<file path="src/rtl/mips_defs.sv">
// ---------------------------------------------------------------------------
// mips_defs
// Shared MIPS definitions for the pipeline stages: opcode / funct encodings,
// the link register index, the default reset PC, the writeback result-source
// enumeration and the sub-word load extension helper.
// No ports (package).
// ---------------------------------------------------------------------------
package mips_defs;

    localparam logic [31:0] RESET_PC_DEFAULT = 32'h0000_3000;
    localparam logic [4:0]  REG_RA           = 5'd31;

    // Primary opcodes
    localparam logic [5:0] OP_RTYPE = 6'h00;
    localparam logic [5:0] OP_J     = 6'h02;
    localparam logic [5:0] OP_JAL   = 6'h03;
    localparam logic [5:0] OP_BEQ   = 6'h04;
    localparam logic [5:0] OP_BNE   = 6'h05;
    localparam logic [5:0] OP_ADDI  = 6'h08;
    localparam logic [5:0] OP_ADDIU = 6'h09;
    localparam logic [5:0] OP_SLTI  = 6'h0a;
    localparam logic [5:0] OP_SLTIU = 6'h0b;
    localparam logic [5:0] OP_ANDI  = 6'h0c;
    localparam logic [5:0] OP_ORI   = 6'h0d;
    localparam logic [5:0] OP_XORI  = 6'h0e;
    localparam logic [5:0] OP_LUI   = 6'h0f;
    localparam logic [5:0] OP_LB    = 6'h20;
    localparam logic [5:0] OP_LH    = 6'h21;
    localparam logic [5:0] OP_LW    = 6'h23;
    localparam logic [5:0] OP_LBU   = 6'h24;
    localparam logic [5:0] OP_LHU   = 6'h25;
    localparam logic [5:0] OP_SB    = 6'h28;
    localparam logic [5:0] OP_SH    = 6'h29;
    localparam logic [5:0] OP_SW    = 6'h2b;

    // R-type funct codes
    localparam logic [5:0] FN_SLL  = 6'h00;
    localparam logic [5:0] FN_SRL  = 6'h02;
    localparam logic [5:0] FN_SRA  = 6'h03;
    localparam logic [5:0] FN_SLLV = 6'h04;
    localparam logic [5:0] FN_SRLV = 6'h06;
    localparam logic [5:0] FN_SRAV = 6'h07;
    localparam logic [5:0] FN_JR   = 6'h08;
    localparam logic [5:0] FN_JALR = 6'h09;
    localparam logic [5:0] FN_MFHI = 6'h10;
    localparam logic [5:0] FN_MTHI = 6'h11;
    localparam logic [5:0] FN_MFLO = 6'h12;
    localparam logic [5:0] FN_MTLO = 6'h13;
    localparam logic [5:0] FN_ADD  = 6'h20;
    localparam logic [5:0] FN_ADDU = 6'h21;
    localparam logic [5:0] FN_SUB  = 6'h22;
    localparam logic [5:0] FN_SUBU = 6'h23;
    localparam logic [5:0] FN_AND  = 6'h24;
    localparam logic [5:0] FN_OR   = 6'h25;
    localparam logic [5:0] FN_XOR  = 6'h26;
    localparam logic [5:0] FN_NOR  = 6'h27;
    localparam logic [5:0] FN_SLT  = 6'h2a;
    localparam logic [5:0] FN_SLTU = 6'h2b;

    // Where the W-stage result comes from
    typedef enum logic [2:0] {
        SRC_NONE,
        SRC_ALU,
        SRC_HI,
        SRC_LO,
        SRC_LINK,
        SRC_MEM
    } wb_src_e;

    // Extract and extend the addressed byte/half of a loaded word.
    // Byte lanes are little-endian; half selection uses addr[1] only.
    function automatic logic [31:0] load_extend(input logic [5:0]  op,
                                                input logic [1:0]  off,
                                                input logic [31:0] word);
        logic [7:0]  b;
        logic [15:0] h;
        logic [31:0] r;
        case (off)
            2'd0:    b = word[7:0];
            2'd1:    b = word[15:8];
            2'd2:    b = word[23:16];
            default: b = word[31:24];
        endcase
        h = off[1] ? word[31:16] : word[15:0];
        case (op)
            OP_LB:   r = {{24{b[7]}}, b};
            OP_LBU:  r = {24'h0, b};
            OP_LH:   r = {{16{h[15]}}, h};
            OP_LHU:  r = {16'h0, h};
            default: r = word;
        endcase
        return r;
    endfunction

endpackage

</file>
<file path="src/rtl/wb_stage_if.sv">
// ---------------------------------------------------------------------------
// wb_stage_if
// MW pipeline-register bundle carried into the writeback stage.
//   readdata_w : aligned word read by M stage
//   aluout_w   : ALU result / effective address
//   pc_w       : PC of the W-stage instruction
//   instr_w    : W-stage instruction word (0 = bubble)
//   hi_w/lo_w  : HI/LO values carried to W
// master: the MW register (driver); slave: the writeback stage.
// ---------------------------------------------------------------------------
interface wb_stage_if;
    logic [31:0] readdata_w;
    logic [31:0] aluout_w;
    logic [31:0] pc_w;
    logic [31:0] instr_w;
    logic [31:0] hi_w;
    logic [31:0] lo_w;

    modport master (
        output readdata_w, aluout_w, pc_w, instr_w, hi_w, lo_w
    );

    modport slave (
        input readdata_w, aluout_w, pc_w, instr_w, hi_w, lo_w
    );
endinterface

</file>
<file path="src/rtl/grf.sv">
// ---------------------------------------------------------------------------
// grf
// 32x32 general register file, 2 combinational read ports, 1 write port.
// $0 is hard-wired to zero; a write in the current cycle is visible on the
// read ports in the same cycle (write-through bypass).
//   clk, reset          : clock, synchronous active-high reset (clears all)
//   i_we/i_waddr/i_wdata: write port, ignored while reset is high
//   i_raddr_a/_b        : read addresses
//   o_rdata_a/_b        : read data
// ---------------------------------------------------------------------------
module grf (
    input  logic        clk,
    input  logic        reset,
    input  logic        i_we,
    input  logic [4:0]  i_waddr,
    input  logic [31:0] i_wdata,
    input  logic [4:0]  i_raddr_a,
    input  logic [4:0]  i_raddr_b,
    output logic [31:0] o_rdata_a,
    output logic [31:0] o_rdata_b
);
    import mips_defs::*;

    logic [31:0] r_regs [31:1];

    always_ff @(posedge clk) begin
        if (reset) begin
            for (int i = 1; i < 32; i++) begin
                r_regs[i] <= '0;
            end
        end else if (i_we && (i_waddr != 5'd0)) begin
            r_regs[i_waddr] <= i_wdata;
        end
    end

    // Bypass uses the raw write enable: the value being written this cycle
    // is forwarded even when reset will drop it at the edge.
    always_comb begin
        if (i_raddr_a == 5'd0)
            o_rdata_a = '0;
        else if (i_we && (i_raddr_a == i_waddr))
            o_rdata_a = i_wdata;
        else
            o_rdata_a = r_regs[i_raddr_a];
    end

    always_comb begin
        if (i_raddr_b == 5'd0)
            o_rdata_b = '0;
        else if (i_we && (i_raddr_b == i_waddr))
            o_rdata_b = i_wdata;
        else
            o_rdata_b = r_regs[i_raddr_b];
    end

endmodule

</file>
<file path="src/rtl/wb_stage.sv">
// ---------------------------------------------------------------------------
// wb_stage
// Writeback stage of the 5-stage MIPS pipeline. Decodes the W-stage
// instruction, selects/extends the result, writes the register file, serves
// D-stage reads with write-through bypass, and counts retired instructions.
//   clk, reset     : clock, synchronous active-high reset
//   mw             : MW pipeline register bundle (slave)
//   rs_addr/rt_addr: D-stage read addresses
//   rs_data/rt_data: D-stage read data (combinational, bypassed)
//   wb_we/addr/data: W-stage write tap for hazard forwarding (zero if no write)
//   trace_pc       : pc_w when a register is written, else RESET_PC
//   retire_cnt     : number of retired non-bubble instructions (wraps)
// ---------------------------------------------------------------------------
module wb_stage
    import mips_defs::*;
#(
    parameter logic [31:0] RESET_PC = RESET_PC_DEFAULT
) (
    input  logic          clk,
    input  logic          reset,
    wb_stage_if.slave     mw,
    input  logic [4:0]    rs_addr,
    input  logic [4:0]    rt_addr,
    output logic [31:0]   rs_data,
    output logic [31:0]   rt_data,
    output logic          wb_we,
    output logic [4:0]    wb_addr,
    output logic [31:0]   wb_data,
    output logic [31:0]   trace_pc,
    output logic [31:0]   retire_cnt
);

    logic [5:0]  w_op;
    logic [5:0]  w_fn;
    logic [4:0]  w_rt;
    logic [4:0]  w_rd;
    wb_src_e     w_src;
    logic [4:0]  w_dest;
    logic [31:0] w_result;
    logic [31:0] r_retire_cnt;
    logic        w_unused_bits;

    assign w_op = mw.instr_w[31:26];
    assign w_fn = mw.instr_w[5:0];
    assign w_rt = mw.instr_w[20:16];
    assign w_rd = mw.instr_w[15:11];

    // rs and shamt fields play no part in writeback
    assign w_unused_bits = ^{mw.instr_w[25:21], mw.instr_w[10:6]};

    // Destination and result-source decode
    always_comb begin
        w_src  = SRC_NONE;
        w_dest = 5'd0;
        if (w_op == OP_RTYPE) begin
            case (w_fn)
                FN_ADD, FN_ADDU, FN_SUB, FN_SUBU, FN_AND, FN_OR, FN_XOR,
                FN_NOR, FN_SLT, FN_SLTU, FN_SLL, FN_SRL, FN_SRA, FN_SLLV,
                FN_SRLV, FN_SRAV: begin
                    w_src  = SRC_ALU;
                    w_dest = w_rd;
                end
                FN_MFHI: begin
                    w_src  = SRC_HI;
                    w_dest = w_rd;
                end
                FN_MFLO: begin
                    w_src  = SRC_LO;
                    w_dest = w_rd;
                end
                FN_JALR: begin
                    w_src  = SRC_LINK;
                    w_dest = w_rd;
                end
                default: ;
            endcase
        end else begin
            case (w_op)
                OP_ADDI, OP_ADDIU, OP_ANDI, OP_ORI, OP_XORI, OP_LUI,
                OP_SLTI, OP_SLTIU: begin
                    w_src  = SRC_ALU;
                    w_dest = w_rt;
                end
                OP_LW, OP_LB, OP_LBU, OP_LH, OP_LHU: begin
                    w_src  = SRC_MEM;
                    w_dest = w_rt;
                end
                OP_JAL: begin
                    w_src  = SRC_LINK;
                    w_dest = REG_RA;
                end
                default: ;
            endcase
        end
    end

    always_comb begin
        case (w_src)
            SRC_ALU:  w_result = mw.aluout_w;
            SRC_HI:   w_result = mw.hi_w;
            SRC_LO:   w_result = mw.lo_w;
            SRC_LINK: w_result = mw.pc_w + 32'd8;
            SRC_MEM:  w_result = load_extend(w_op, mw.aluout_w[1:0], mw.readdata_w);
            default:  w_result = '0;
        endcase
    end

    // Writes to $0 are squashed here so the forwarding tap never advertises them
    assign wb_we    = (w_src != SRC_NONE) && (w_dest != 5'd0);
    assign wb_addr  = wb_we ? w_dest   : 5'd0;
    assign wb_data  = wb_we ? w_result : 32'd0;
    assign trace_pc = (!reset && wb_we) ? mw.pc_w : RESET_PC;

    grf u_grf (
        .clk       (clk),
        .reset     (reset),
        .i_we      (wb_we),
        .i_waddr   (wb_addr),
        .i_wdata   (wb_data),
        .i_raddr_a (rs_addr),
        .i_raddr_b (rt_addr),
        .o_rdata_a (rs_data),
        .o_rdata_b (rt_data)
    );

    always_ff @(posedge clk) begin
        if (reset)
            r_retire_cnt <= '0;
        else if (mw.instr_w != 32'd0)
            r_retire_cnt <= r_retire_cnt + 32'd1;
    end

    assign retire_cnt = r_retire_cnt;

endmodule

</file>
<file path="src/flat_wrapper.sv">
// flat-port wrapper written by rule: the top's interface ports become plain ports
module wb_stage_flat import mips_defs::*;
#(
    parameter logic [31:0] RESET_PC = RESET_PC_DEFAULT
)
  (clk, reset, rs_addr, rt_addr, rs_data, rt_data, wb_we, wb_addr, wb_data, trace_pc, retire_cnt, mw_readdata_w, mw_aluout_w, mw_pc_w, mw_instr_w, mw_hi_w, mw_lo_w);
  wb_stage_if mw_i ();
  input  logic clk;
  input  logic reset;
  input  logic [4:0] rs_addr;
  input  logic [4:0] rt_addr;
  output logic [31:0] rs_data;
  output logic [31:0] rt_data;
  output logic wb_we;
  output logic [4:0] wb_addr;
  output logic [31:0] wb_data;
  output logic [31:0] trace_pc;
  output logic [31:0] retire_cnt;
  input wire logic [$bits(mw_i.readdata_w)-1:0] mw_readdata_w;
  input wire logic [$bits(mw_i.aluout_w)-1:0] mw_aluout_w;
  input wire logic [$bits(mw_i.pc_w)-1:0] mw_pc_w;
  input wire logic [$bits(mw_i.instr_w)-1:0] mw_instr_w;
  input wire logic [$bits(mw_i.hi_w)-1:0] mw_hi_w;
  input wire logic [$bits(mw_i.lo_w)-1:0] mw_lo_w;
  assign mw_i.readdata_w = mw_readdata_w;
  assign mw_i.aluout_w = mw_aluout_w;
  assign mw_i.pc_w = mw_pc_w;
  assign mw_i.instr_w = mw_instr_w;
  assign mw_i.hi_w = mw_hi_w;
  assign mw_i.lo_w = mw_lo_w;
  wb_stage #(.RESET_PC(RESET_PC)) u_core (.clk(clk), .reset(reset), .mw(mw_i), .rs_addr(rs_addr), .rt_addr(rt_addr), .rs_data(rs_data), .rt_data(rt_data), .wb_we(wb_we), .wb_addr(wb_addr), .wb_data(wb_data), .trace_pc(trace_pc), .retire_cnt(retire_cnt));
endmodule
</file>
<file path="config.mk">
export PLATFORM = sky130hd
export DESIGN_NAME = wb_stage_flat
export DESIGN_NICKNAME = d
export VERILOG_FILES = /design/src/rtl/mips_defs.sv /design/src/rtl/wb_stage_if.sv /design/src/rtl/grf.sv /design/src/rtl/wb_stage.sv /design/src/flat_wrapper.sv
export SDC_FILE = /design/constraint.sdc
export NUM_CORES = 2
export LEC_CHECK = 0
export CAP_MARGIN = 20
export CORE_MARGIN = 8
export CORE_UTILIZATION = 50
export CTS_CLUSTER_SIZE = 25
export DETAILED_ROUTE_END_ITERATION = 8
export PLACE_DENSITY_LB_ADDON = 0.05
export SYNTH_ARGS = -nofsm -noshare
export SYNTH_HDL_FRONTEND = slang
export SYNTH_SLANG_ARGS = --single-unit
</file>
<file path="constraint.sdc">
create_clock -name clk -period 8 [get_ports clk]
set_clock_uncertainty 0.05 [all_clocks]
set_input_delay 1.6 -clock clk [delete_from_list [all_inputs] [get_ports clk]]
set_output_delay 1.6 -clock clk [all_outputs]
set_load 0.05 [all_outputs]
</file>
Yosys cells after proc, flatten, opt, wreduce, memory -nomap -nowiden
Memory sizes are Yosys's and may differ from the RTL's. Cells that the tools add are included.

Add/subtract/negate cells: 2. Eq/ne operators: 41. Multiplexer cells: 25. Reductions and logical operators: 21.

Operator list (count): 2-to-1 mux 32 bit (7); case mux 32 bit (5 select lines) (1); case mux 32 bit (4 select lines) (1); == test 6 bit (second input constant) (15); == test 6 x 4 -> 1 bit (second input constant) (9); adder 32 x 1 -> 32 bit (second input constant) (1); adder 32 x 4 -> 32 bit (second input constant) (1); nonzero test 32 bit (1); OR reduction 32 bit (1); case mux 8 bit (3 select lines) (1); 2-to-1 mux 5 bit (4); OR reduction 19 bit (1); == test 6 x 2 -> 1 bit (second input constant) (3); == test 6 x 3 -> 1 bit (second input constant) (3); 2-to-1 mux 16 bit (1); OR reduction 16 bit (1); OR reduction 13 bit (1); == test 6 x 5 -> 1 bit (second input constant) (2); zero test 6 bit (2); case mux 3 bit (4 select lines) (1); == test 5 bit (2); zero test 5 bit (2); case mux 5 bit (2 select lines) (1); nonzero test 5 bit (2); 14 further kinds (25).

Flip-flop bits (word level): 32. RAM bits: 992. Input port bits: 204. Output and inout bits: 166. Word-level logic and storage cells: 91. Memories kept: 1.

Memories: u_core.u_grf.r_regs (words 31, bits a word 32, read ports 2, clocked after memory_dff 0, wr ports 31, line grf.sv:24) `logic [31:0] r_regs [31:1];`.

Logic depth before layout (Yosys ltp)
Depth after elaboration: 14. Mapped depth: 13. Mapped depth without buffers: 8.

By module
Synthesis repeated with hierarchy kept, for this count alone.

Cells, all modules: 4373. Area, all modules: 59231.8 um2.

Modules (own cells, without submodules): grf (instances 1, cells each 3741, area an instance 54722.5 um2); wb_stage (instances 1, cells each 632, area an instance 4509.3 um2).

Worst setup path before layout
OpenSTA, ideal clock, no wires.

Path kind: input -> output. Start: input mw_instr_w[29]. End: output rs_data[26]. Arrival time: 6083 ps. Data required time: 6350 ps. Path slack: 267 ps. Stages: 11. Cell sequence: or4_1 clkbuf_1 a21oi_1 clkbuf_1 o32ai_1 nor2_1 nor4_4 inv_2 clkbuf_1 a221oi_1 a211oi_1.

Cells in the longest elaborated chain, start to end: 11. Elaborated cells between the ends (all ways): 38.

Ends and longest elaborated chain: start: declaration (line flat_wrapper.sv:22) `input wire logic [$bits(mw_i.instr_w)-1:0] mw_instr_w;`; == test 6 x 4 -> 1 bit / == test 6 bit (equally long branches) (line wb_stage.sv:78) `case (w_op)`; OR reduction 13 bit (no source line), or another cell as far along; case mux 5 bit (2 select lines) / case mux 3 bit (3 select lines) (equally long branches) (line wb_stage.sv:78); 2-to-1 mux 5 bit / 2-to-1 mux 3 bit (equally long branches) (line wb_stage.sv:55) `if (w_op == OP_RTYPE) begin`; nonzero test 5 bit / nonzero test 3 bit (equally long branches) (line wb_stage.sv:109) `assign wb_we = (w_src != SRC_NONE) && (w_dest != 5'd0);`; logical AND 1 bit (line wb_stage.sv:109); 2-to-1 mux 5 bit (*) (line wb_stage.sv:110) `assign wb_addr = wb_we ? w_dest : 5'd0;`; net wb_addr[0] (line flat_wrapper.sv:15) `output logic [4:0] wb_addr;`; == test 5 bit (*) (line grf.sv:41) `else if (i_we && (i_raddr_a == i_waddr))`; logical AND 1 bit (*) (line grf.sv:41); 2-to-1 mux 32 bit (*) (line grf.sv:41); 2-to-1 mux 32 bit (*) (line grf.sv:39) `if (i_raddr_a == 5'd0)`; end: declaration (line flat_wrapper.sv:12) `output logic [31:0] rs_data;`.

Mark *: on every way through the listed nets, which the timed path passes. The rest lies on a longest branch.

Worst setup path in the final report
Start: input mw_instr_w[29]. End: output rs_data[11].

Cells in the longest elaborated chain, start to end: 11. Elaborated cells between the ends (all ways): 38.

Ends and longest elaborated chain (line): == test 6 x 4 -> 1 bit, or another cell as far along (wb_stage.sv:78); OR reduction 13 bit (no source line), or another cell as far along; case mux 5 bit (2 select lines) / case mux 3 bit (3 select lines) (equally long branches) (wb_stage.sv:78); 2-to-1 mux 5 bit / 2-to-1 mux 3 bit (equally long branches) (wb_stage.sv:55); nonzero test 5 bit / nonzero test 3 bit (equally long branches) (wb_stage.sv:109); logical AND 1 bit (wb_stage.sv:109); 2-to-1 mux 5 bit (wb_stage.sv:110); == test 5 bit (grf.sv:41); logical AND 1 bit (grf.sv:41); 2-to-1 mux 32 bit (*) (grf.sv:41); 2-to-1 mux 32 bit (*) (grf.sv:39).

Every way passes the cells marked *; elsewhere a longest branch is shown, timed or not.

==> qor.txt <==
Synth Register Bits: 1056
Buffers on Ports: 369
EDFF count, synth: 1024
Total placed cells including tap cells: 5864
Final #Nets: 4673
Post-synth ARST share: 0%
Post_cts resized: 0
DR vias/cell: 6.90
CP arrival: 6020 ps
Area Growth Syn to Fin: 17.7%
Total count of hold-check failures in the final report: 0
Pwr per Cell Area: 211 nW/um^2
Netlist cell types: 69
WS Path Type: input pin to primary output
Worst setup SP type: input pin
Hold WS: 460 ps
Internal Power: 10300 uW
TNS Setup: 0 ps
IO Pins: 370
Fill cells: 9126
Clk_lat worst skew: 720 ps
CP required: 6350 ps
Most frequent cell after synthesis: nor2_1
WL per Instance: 37.7 um
Routed Antenna Nets: 0
Clock Tree Root: clkbuf_16
Switching share of power: 27.6%
TritonCTS buffer count: 111
Worst Hold End: u_core.retire_cnt[25]
DR DRC count: 0
Period utilisation layout: 95.9%
FF-to-FF Start: u_core.retire_cnt[3]
Routed vias: 41900
Final core occ: 59.3%
Worst-Margin Slew: 1230 ps
Die Width: 355 um
Placeable Area: 114000 um^2
Final Non-Filler Cells: 6077
Slew Viols, Final: 0
Mapped Avg Cell Area: 13.8 um^2
HP Class: flop to flop
Max-Cap Viols: 0
Mapped Cells: 4172
Slew margin rel.: 17.7%
Max VDD drop: 183 uV
Die footprint: 126000 um^2
Leading area contributor after synthesis: edfxtp_1
Total GRT Usage: 35.7%
Starting Density: 50.3%
Synth top area cells: edfxtp_1 (53%), mux4_2 (24%), nor2_1 (7.0%), clkbuf_1 (1.9%), dfxtp_1 (1.1%)
RD Place Congestion: 0.974
Endpoints failing setup: 0
Comb pwr share: 18.2%
Status: finished clean
Clk sinks: 1056
RSZ-0062 raised after global routing: no
Post-CTS setup buffers: 0
Top cell type's share of synthesized area: 53.5%
Largest net degree at the start of global routing: 86
Final Cell Area: 67700 um^2
Share of power burned in registers: 45.5%
Min-Delay Path Depth: 2
Net Switching: 3950 uW
Hold path startpoint: u_core.retire_cnt[25]
DRT Wirelength: 229 mm
Grt ovf: 0
Post-CTS Hold Fix Bufs: 0
Maximum clock path buffer count: 3
Antenna violations before repair: 15
Fmax: 130 MHz
Reg2Reg Capture Point: u_core.retire_cnt[30]
Worst-path clk slew: 60 ps
Share of layout cells above drive strength 1: 28.4%
First-pass GRT wire length: 320 mm
Final HPWL DP: 149 mm
R2r worst-path depth: 7
First-pass iteration count of the detailed router: 8
CTS tree: yes
Post-Syn Area: 57500 um^2
CP Capture Type: primary output
Clock group share of total power: 36.3%
Cell row count: 124
H-tree levels: 3
Seq/Total Area, Yosys: 54.6%
Reg2Reg Setup Slack: 5490 ps
Pleak: 0.0219 uW
Synth Warn #: 0
Critical Path Fanout Max: 20
Number of global-route vias before repair: 41300
Fin crit period: 7670 ps
Dominant synthesized flop cell: edfxtp_1
Chip height: 355 um
Post-synth top cells: nor2_1 (1072), edfxtp_1 (1024), mux4_2 (601)
1st-iter DRT viols: 6325
Post-DP Area: 64000 um^2
how the worst max path moves through the flow:
stage | start | endpoint | cells after the start
final | mw_instr_w[29] | rs_data[11] | 11
after global routing | mw_instr_w[29] | rs_data[27] | 11
after CTS | mw_instr_w[29] | rs_data[27] | 11
after detailed placement | mw_instr_w[29] | rs_data[27] | 11
after global placement | mw_instr_w[29] | rs_data[11] | 11
after floorplan | mw_instr_w[29] | rs_data[26] | 11
worst max-delay path, cell delays in order:
cell and delay [ps]:
clkdlybuf4s50_1 490, or4_1 660, or3_1 430, or4_1 740, nand3_1 170, nand4_1 160, nor4_4 390, buf_4 350
a221oi_1 150, a211oi_1 660, buf_12 220
metal layers:
| layer | track usage, % | vias up | part of all wire [%] |
|---|---|---|---|
| met2 | 55.7 | 2992 | 46 |
| met4 | 15.8 | 4 | 5.5 |
| li1 | - | 16600 | - |
| met1 | 47.4 | 21700 | 37 |
| met5 | 0 | - | 0.0092 |
| met3 | 9.06 | 583 | 12 |
kinds of logic after synthesis:
family / count (synthesis) / synth area share (%)
XOR/XNOR: 51 / 0.777
AO/OA/AOI/OAI: 383 / 5.01
multiplexers: 673 / 24.8
AND/OR/NAND/NOR: 1498 / 11.2
flip-flops: 1056 / 54.6
other: 1 / 0.00652
buffers and inverters: 508 / 3.54
adder cells (fa/ha/maj): 2 / 0.0435
cell type report:
cell class | count | area [um^2] | area share (%)
Sequential cell | 1056 | 31400 | 46.4
Multi-Input combinational cell | 2639 | 24400 | 36.1
Timing Repair Buffer | 602 | 6180 | 9.13
Clock buffer | 142 | 2960 | 4.37
Tap cell | 1512 | 1890 | 2.80
Clock inverter | 63 | 612 | 0.904
Inverter | 57 | 224 | 0.331
Antenna cell | 6 | 15.0 | 0.0222
power groups by stage:
stage          clock network (uW)  logic (uW)  registers, uW
6_report                     5180        2600           6490
5_1_grt                      5400        2670           6520
4_1_cts                      5210        2580           6490
3_5_place_dp                    0        2570           6600
3_3_place_gp                    0        2570           6580
2_1_floorplan                   0        1450           6550
sequential cells by signal, summed over array words and instances, names as in the netlist:
| register | cells |
|---|---|
| u_core.u_grf.r_regs | 1024 |
| u_core.retire_cnt | 32 |
stage by stage:
step                worst slack, ps  power [uW]
global route                    143       14600
finish                          330       14300
CTS                             427       14300
global placement                475        9150
floorplan                       267        8000
detailed placement              432        9170
cell usage in the layout, fill, tap and decap left out, types with 27 or more instances in the layout:
cell / Yosys / final
or2_2: 36 / 36
a211oi_1: 76 / 75
mux2i_1: 52 / 52
and2_1: 91 / 91
a21oi_1: 52 / 52
edfxtp_1: 1024 / 1024
inv_1: 55 / 52
dfxtp_1: 32 / 32
a211oi_2: 28 / 29
buf_4: 5 / 279
a22oi_1: 28 / 28
nand2_1: 104 / 73
clkdlybuf4s50_1: 0 / 231
mux4_2: 601 / 601
nand3_1: 35 / 35
conb_1: 1 / 32
clkinv_1: 0 / 27
nand2b_2: 0 / 31
nor3_1: 31 / 30
buf_12: 0 / 83
xor2_1: 27 / 27
nand2_2: 0 / 31
o21ai_0: 55 / 55
nor2_1: 1072 / 1072
clkbuf_16: 0 / 112
a221oi_1: 40 / 40
No activity file was read; power rests on OpenSTA's default activity.
